**config.mk**
```make
export PLATFORM = sky130hd
export DESIGN_NAME = dcache_write_buffer
export DESIGN_NICKNAME = d
export VERILOG_FILES = /design/src/rtl/dcache_write_buffer.sv
export SDC_FILE = /design/constraint.sdc
export NUM_CORES = 2
export LEC_CHECK = 0
export BUFFER_PORTS_ARGS = -buffer_cell sky130_fd_sc_hd__buf_2
export CAP_MARGIN = 20
export CORE_AREA = 5 5 292 294
export DETAILED_ROUTE_END_ITERATION = 10
export DIE_AREA = 0 0 297 299
export PLACE_DENSITY = 0.75
export SYNTH_ARGS = -nofsm -noshare
export SYNTH_HDL_FRONTEND = slang
export SYNTH_SLANG_ARGS = --single-unit
```
**constraint.sdc**
```tcl
create_clock -name clk -period 4.6 [get_ports clk]
set_input_delay 0.23 -clock clk [delete_from_list [all_inputs] [get_ports clk]]
set_output_delay 0.23 -clock clk [all_outputs]
set_load 0.01 [all_outputs]
```
**src/rtl/dcache_write_buffer.sv**
```systemverilog
// Posted write buffer between the D-cache line port and slow memory.
// Buffers writebacks, forwards buffered lines on read hits, drains when memory is idle.
module dcache_write_buffer #(
    parameter int DEPTH = 4,
    parameter int AW    = 28,
    parameter int DW    = 128
) (
    input  logic                       clk,
    input  logic                       proc_reset,
    input  logic                       c_read,
    input  logic                       c_write,
    input  logic [AW-1:0]              c_addr,
    input  logic [DW-1:0]              c_wdata,
    output logic [DW-1:0]              c_rdata,
    output logic                       c_ready,
    output logic                       m_read,
    output logic                       m_write,
    output logic [AW-1:0]              m_addr,
    output logic [DW-1:0]              m_wdata,
    input  logic [DW-1:0]              m_rdata,
    input  logic                       m_ready,
    output logic [$clog2(DEPTH):0]     buf_count
);
    // state   | meaning
    // M_IDLE  | no memory transaction outstanding
    // M_READ  | read miss issued, waiting for m_ready
    // M_WRITE | head entry being written back, waiting for m_ready

    localparam int PW = $clog2(DEPTH);
    localparam int CW = PW + 1;

    typedef enum logic [1:0] {M_IDLE, M_READ, M_WRITE} mstate_t;

    mstate_t         mstate_q, mstate_d;
    logic            valid_q [DEPTH];
    logic            valid_d [DEPTH];
    logic [AW-1:0]   addr_q  [DEPTH];
    logic [AW-1:0]   addr_d  [DEPTH];
    logic [DW-1:0]   data_q  [DEPTH];
    logic [DW-1:0]   data_d  [DEPTH];
    logic [PW-1:0]   head_q, head_d, tail_q, tail_d;
    logic [CW-1:0]   count_q, count_d;
    logic            pend_rd_q, pend_rd_d;
    logic [AW-1:0]   pend_addr_q, pend_addr_d;
    logic            c_ready_q, c_ready_d;
    logic [DW-1:0]   c_rdata_q, c_rdata_d;
    logic            m_read_q, m_read_d;
    logic            m_write_q, m_write_d;
    logic [AW-1:0]   m_addr_q, m_addr_d;
    logic [DW-1:0]   m_wdata_q, m_wdata_d;

    logic            hit, hit_inflight, sample, enq, pop;
    logic [PW-1:0]   hit_idx;

    always_comb begin
        mstate_d    = mstate_q;
        valid_d     = valid_q;
        addr_d      = addr_q;
        data_d      = data_q;
        head_d      = head_q;
        tail_d      = tail_q;
        pend_rd_d   = pend_rd_q;
        pend_addr_d = pend_addr_q;
        c_ready_d   = 1'b0;
        c_rdata_d   = c_rdata_q;
        m_read_d    = m_read_q;
        m_write_d   = m_write_q;
        m_addr_d    = m_addr_q;
        m_wdata_d   = m_wdata_q;
        enq         = 1'b0;
        pop         = 1'b0;
        hit         = 1'b0;
        hit_idx     = '0;

        for (int i = 0; i < DEPTH; i++) begin
            if (valid_q[i] && addr_q[i] == c_addr) begin
                hit     = 1'b1;
                hit_idx = PW'(i);
            end
        end
        hit_inflight = hit && (mstate_q == M_WRITE) && (hit_idx == head_q);
        sample       = !c_ready_q && !pend_rd_q;

        if (sample && c_write) begin
            if (hit && !hit_inflight) begin
                data_d[hit_idx] = c_wdata;
                c_ready_d       = 1'b1;
            end else if (!hit && count_q != CW'(DEPTH)) begin
                valid_d[tail_q] = 1'b1;
                addr_d[tail_q]  = c_addr;
                data_d[tail_q]  = c_wdata;
                tail_d          = tail_q + PW'(1);
                enq             = 1'b1;
                c_ready_d       = 1'b1;
            end
        end else if (sample && c_read) begin
            if (hit) begin
                c_rdata_d = data_q[hit_idx];
                c_ready_d = 1'b1;
            end else begin
                pend_rd_d   = 1'b1;
                pend_addr_d = c_addr;
            end
        end

        case (mstate_q)
            M_IDLE: begin
                if (pend_rd_q) begin
                    mstate_d = M_READ;
                    m_read_d = 1'b1;
                    m_addr_d = pend_addr_q;
                end else if (count_q != '0) begin
                    // Issue from next-state data so a coalesce on this edge is not lost
                    mstate_d  = M_WRITE;
                    m_write_d = 1'b1;
                    m_addr_d  = addr_q[head_q];
                    m_wdata_d = data_d[head_q];
                end
            end
            M_READ: begin
                if (m_ready) begin
                    mstate_d  = M_IDLE;
                    m_read_d  = 1'b0;
                    pend_rd_d = 1'b0;
                    c_rdata_d = m_rdata;
                    c_ready_d = 1'b1;
                end
            end
            M_WRITE: begin
                if (m_ready) begin
                    mstate_d        = M_IDLE;
                    m_write_d       = 1'b0;
                    valid_d[head_q] = 1'b0;
                    head_d          = head_q + PW'(1);
                    pop             = 1'b1;
                end
            end
            default: mstate_d = M_IDLE;
        endcase

        count_d = count_q + CW'(enq) - CW'(pop);
    end

    always_ff @(posedge clk) begin
        if (proc_reset) begin
            mstate_q    <= M_IDLE;
            head_q      <= '0;
            tail_q      <= '0;
            count_q     <= '0;
            pend_rd_q   <= 1'b0;
            pend_addr_q <= '0;
            c_ready_q   <= 1'b0;
            c_rdata_q   <= '0;
            m_read_q    <= 1'b0;
            m_write_q   <= 1'b0;
            m_addr_q    <= '0;
            m_wdata_q   <= '0;
            for (int i = 0; i < DEPTH; i++) valid_q[i] <= 1'b0;
        end else begin
            mstate_q    <= mstate_d;
            head_q      <= head_d;
            tail_q      <= tail_d;
            count_q     <= count_d;
            pend_rd_q   <= pend_rd_d;
            pend_addr_q <= pend_addr_d;
            c_ready_q   <= c_ready_d;
            c_rdata_q   <= c_rdata_d;
            m_read_q    <= m_read_d;
            m_write_q   <= m_write_d;
            m_addr_q    <= m_addr_d;
            m_wdata_q   <= m_wdata_d;
            valid_q     <= valid_d;
        end
    end

    // Entry payload needs no reset: it is only observed through valid_q
    always_ff @(posedge clk) begin
        addr_q <= addr_d;
        data_q <= data_d;
    end

    assign c_ready   = c_ready_q;
    assign c_rdata   = c_rdata_q;
    assign m_read    = m_read_q;
    assign m_write   = m_write_q;
    assign m_addr    = m_addr_q;
    assign m_wdata   = m_wdata_q;
    assign buf_count = count_q;

endmodule

```
==> impl_metrics.toml <==
[setup_path]
worst-path-max-fanout = 40
critPathArrivalTime_ps = 4510
crit_end_category = "flop"
cp_data_required_time_ps = 5120
crit_type = "flop to flop"
setup.worst_path.start_class = "flop"
rrSetupSlack_ps = 610

[drt]
drt_iter0_markers = 2799
detail_route.wirelength_mm = 135
drc = 0
routed_wire_length_per_instance_um = 22.9
via_count_of_the_routed_design = 34900
ant_nets = 0
vias_per_cell = 5.92
drt_pre_antenna_iters = 6

[yosys]
ys_seq_area_share_pct = 49.6
async_flop_share_pct = 0
synth.yosys.warnings = 0
synth.area.top_cells = "sky130_fd_sc_hd__dfxtp_1 41%, sky130_fd_sc_hd__mux2_2 8.9%, sky130_fd_sc_hd__edfxtp_1 8.3%"
synth.top_cell.area_share_pct = 41.3
yosys.cell_types.count = 64
synth-edff-count = 112
synth-main-ff-cell = "sky130_fd_sc_hd__dfxtp_1"
list_of_most_frequent_post_synthesis_cells = "841 x sky130_fd_sc_hd__dfxtp_1, 377 x sky130_fd_sc_hd__nor2_1, 334 x sky130_fd_sc_hd__nand2_1, 321 x sky130_fd_sc_hd__mux2_2, 235 x sky130_fd_sc_hd__clkbuf_1"
synth.net_count = 4353
synth.ff_latch_count = 953
synth_area_leader_cell = "sky130_fd_sc_hd__dfxtp_1"
synth_most_common_cell = "sky130_fd_sc_hd__dfxtp_1"
synthCells = 4050
synthesis.area_per_instance_um2 = 10.1
synth.cell_area_um2 = 40800

[global_route]
number_of_global_route_vias_before_repair = 35400
grt_max_degree = 258
global_route_wire_length_before_repair_mm = 206
grt_overflow_total = 0
grt.total_usage_pct = 28.9
initial_antenna_violation_count = 9

[sta]
layout_worst_path_cycle_share_pct = 86.7
grt_setup_unrepaired = "false"
maximum_achievable_frequency_mhz = 251
drv_slew = 0
setup_viol_count_final = 0
fin_ws_ps = 612
timing.clock.skew_ps = 49.7
fin_tns_setup_ps = 0
hold_viol = 0
slew-limit-headroom_pct = 18.6
worstMarginPinSlew_ps = 1220
crit_path_time_final_ps = 3990

[cts]
ctsHoldBuffers = 285
cts_tree = "built"
clkSinkCount = 953
cts.path.max_buffers = 3
htreeDepth = 3
post_cts.repair.setup_buffers = 0
clkLatencyLatePin_ps = 670
post_cts_resize_count = 0
clock_tree.root_cell = "sky130_fd_sc_hd__clkbuf_16"
cts_made_buffers = 99
cts.clk_slew.worst_paths_ps = 70

[floorplanning]
dieWidth_um = 297
initial_core_util_pct = 49.3
fp-row-count = 106
die_y_um = 299
pin_count = 579
core_area_um2 = 82600
die_footprint_um2 = 88800

[layout]
fin_util_pct = 61.1
areaGrowthSynthToFinish_pct = 23.8
nFillCells = 6573
final_layout_size_suffix_gt1_share_pct = 25.6
nNetsFinal = 5030
layout.cell_area.non_filler_um2 = 50500

[job]
max_cap_violations = 0

[min_path]
worstHoldPathType = "input port to flop"

[placed_design]
detailedPlacementHpwl_mm = 81.4
io_buffer_count = 578
gp_congestion = 0.957
postPlaceCellArea_um2 = 44300
post_placement_setup_slack_ps = 741

[power]
peakVddDrop_mv = 0.446
cellPowerDensity_nw_per_um2 = 607
design_power_mw = 30.6
static-leakage-power_nw = 21.3

[status]
status = "finished clean"
[state kept, by name, indices dropped and copies added, names as in the netlist]
signal,cells
valid_q,4
c_rdata,128
pend_rd_q,1
m_wdata,128
addr_q,112
mstate_q,2
m_read,1
m_addr,28
buf_count,3
c_ready,1
m_write,1
pend_addr_q,28
head_q,2
data_q,512
tail_q,2
[metrics by stage]
step	cells	hold WS [ps]
floorplan	4050	329
global placement	5421	425
finish	5895	132
global route	5894	130
CTS	5885	72.9
detailed placement	5421	432
[kinds of logic (layout without fill, tap and decap cells)]
| family | count (synthesis) | after routing | share of synthesized area [%] |
|---|---|---|---|
| muxes | 596 | 596 | 17.0 |
| other | 0 | 10 | 0 |
| DFF | 953 | 953 | 49.6 |
| and+or+nand+nor | 953 | 953 | 10.0 |
| xor gates and xnor gates | 119 | 119 | 2.56 |
| buffers and inverters | 439 | 1194 | 4.63 |
| adders and majority gates | 14 | 14 | 0.448 |
| AOI/OAI and AO/OA | 976 | 976 | 15.8 |
[layer usage]
metal,vias up,track usage (%),share of wire (%)
met1,16900,36.4,40
met3,358,5.67,8.2
met5,-,0,0
met4,0,12.1,4.1
li1,16000,-,-
met2,1662,48.8,48
[final timing paths]
check,depth (start not counted),to,from
setup / recovery,11,m_wdata[33]$_SDFFE_PP0P_,addr_q[93]$_DFFE_PP_
hold / removal,4,c_ready$_SDFF_PP0_,c_write
setup reg to reg,11,m_wdata[33]$_SDFFE_PP0P_,addr_q[93]$_DFFE_PP_
hold reg to reg,2,pend_addr_q[12]$_SDFFE_PP0P_,pend_addr_q[12]$_SDFFE_PP0P_
[power by group]
part	switching [mW]	internal (mW)
logic	5.51	4.12
registers	1.54	11.5
clock network	3.44	4.55
[worst max-delay path: stages, from the launching register on]
cell	delay, ps
sky130_fd_sc_hd__edfxtp_1	400
sky130_fd_sc_hd__xnor2_1	370
sky130_fd_sc_hd__nand4_1	170
sky130_fd_sc_hd__nor4_1	420
sky130_fd_sc_hd__and3_1	390
sky130_fd_sc_hd__mux2i_1	130
sky130_fd_sc_hd__nor4_2	520
sky130_fd_sc_hd__buf_12	330
sky130_fd_sc_hd__buf_4	340
sky130_fd_sc_hd__mux2_2	380
sky130_fd_sc_hd__o21ai_0	210
sky130_fd_sc_hd__a211oi_1	110
[cell type report]
cell class	instances	area (µm²)	area share, %
Clock inverter	37	385	0.764
Sequential cell	953	20200	40.0
Antenna cell	10	25.0	0.0496
Timing Repair Buffer	919	6390	12.7
Multi-Input combinational cell	2658	18900	37.4
Clock buffer	142	2880	5.71
Inverter	96	362	0.717
Tap cell	1080	1350	2.68
[cells in the final DEF (no fill, tap or decap), drive strengths merged, types with 6 or more instances in the layout]
cell type	n
a211oi	138
a21oi	180
a221oi	23
a222oi	6
a22o	142
a22oi	19
a31oi	130
and2	6
and3	6
buf	633
clkbuf	143
clkinv	27
dfxtp	841
diode	10
dlygate4sd3	285
edfxtp	112
ha	13
inv	98
mux2	428
mux2i	140
mux4	28
nand2	335
nand3	136
nand4	36
nor2	377
nor3	8
nor4	18
o21ai	213
o22ai	108
or2	7
or4	8
xnor2	85
xor2	34
No activity file was read; power rests on OpenSTA's default activity.
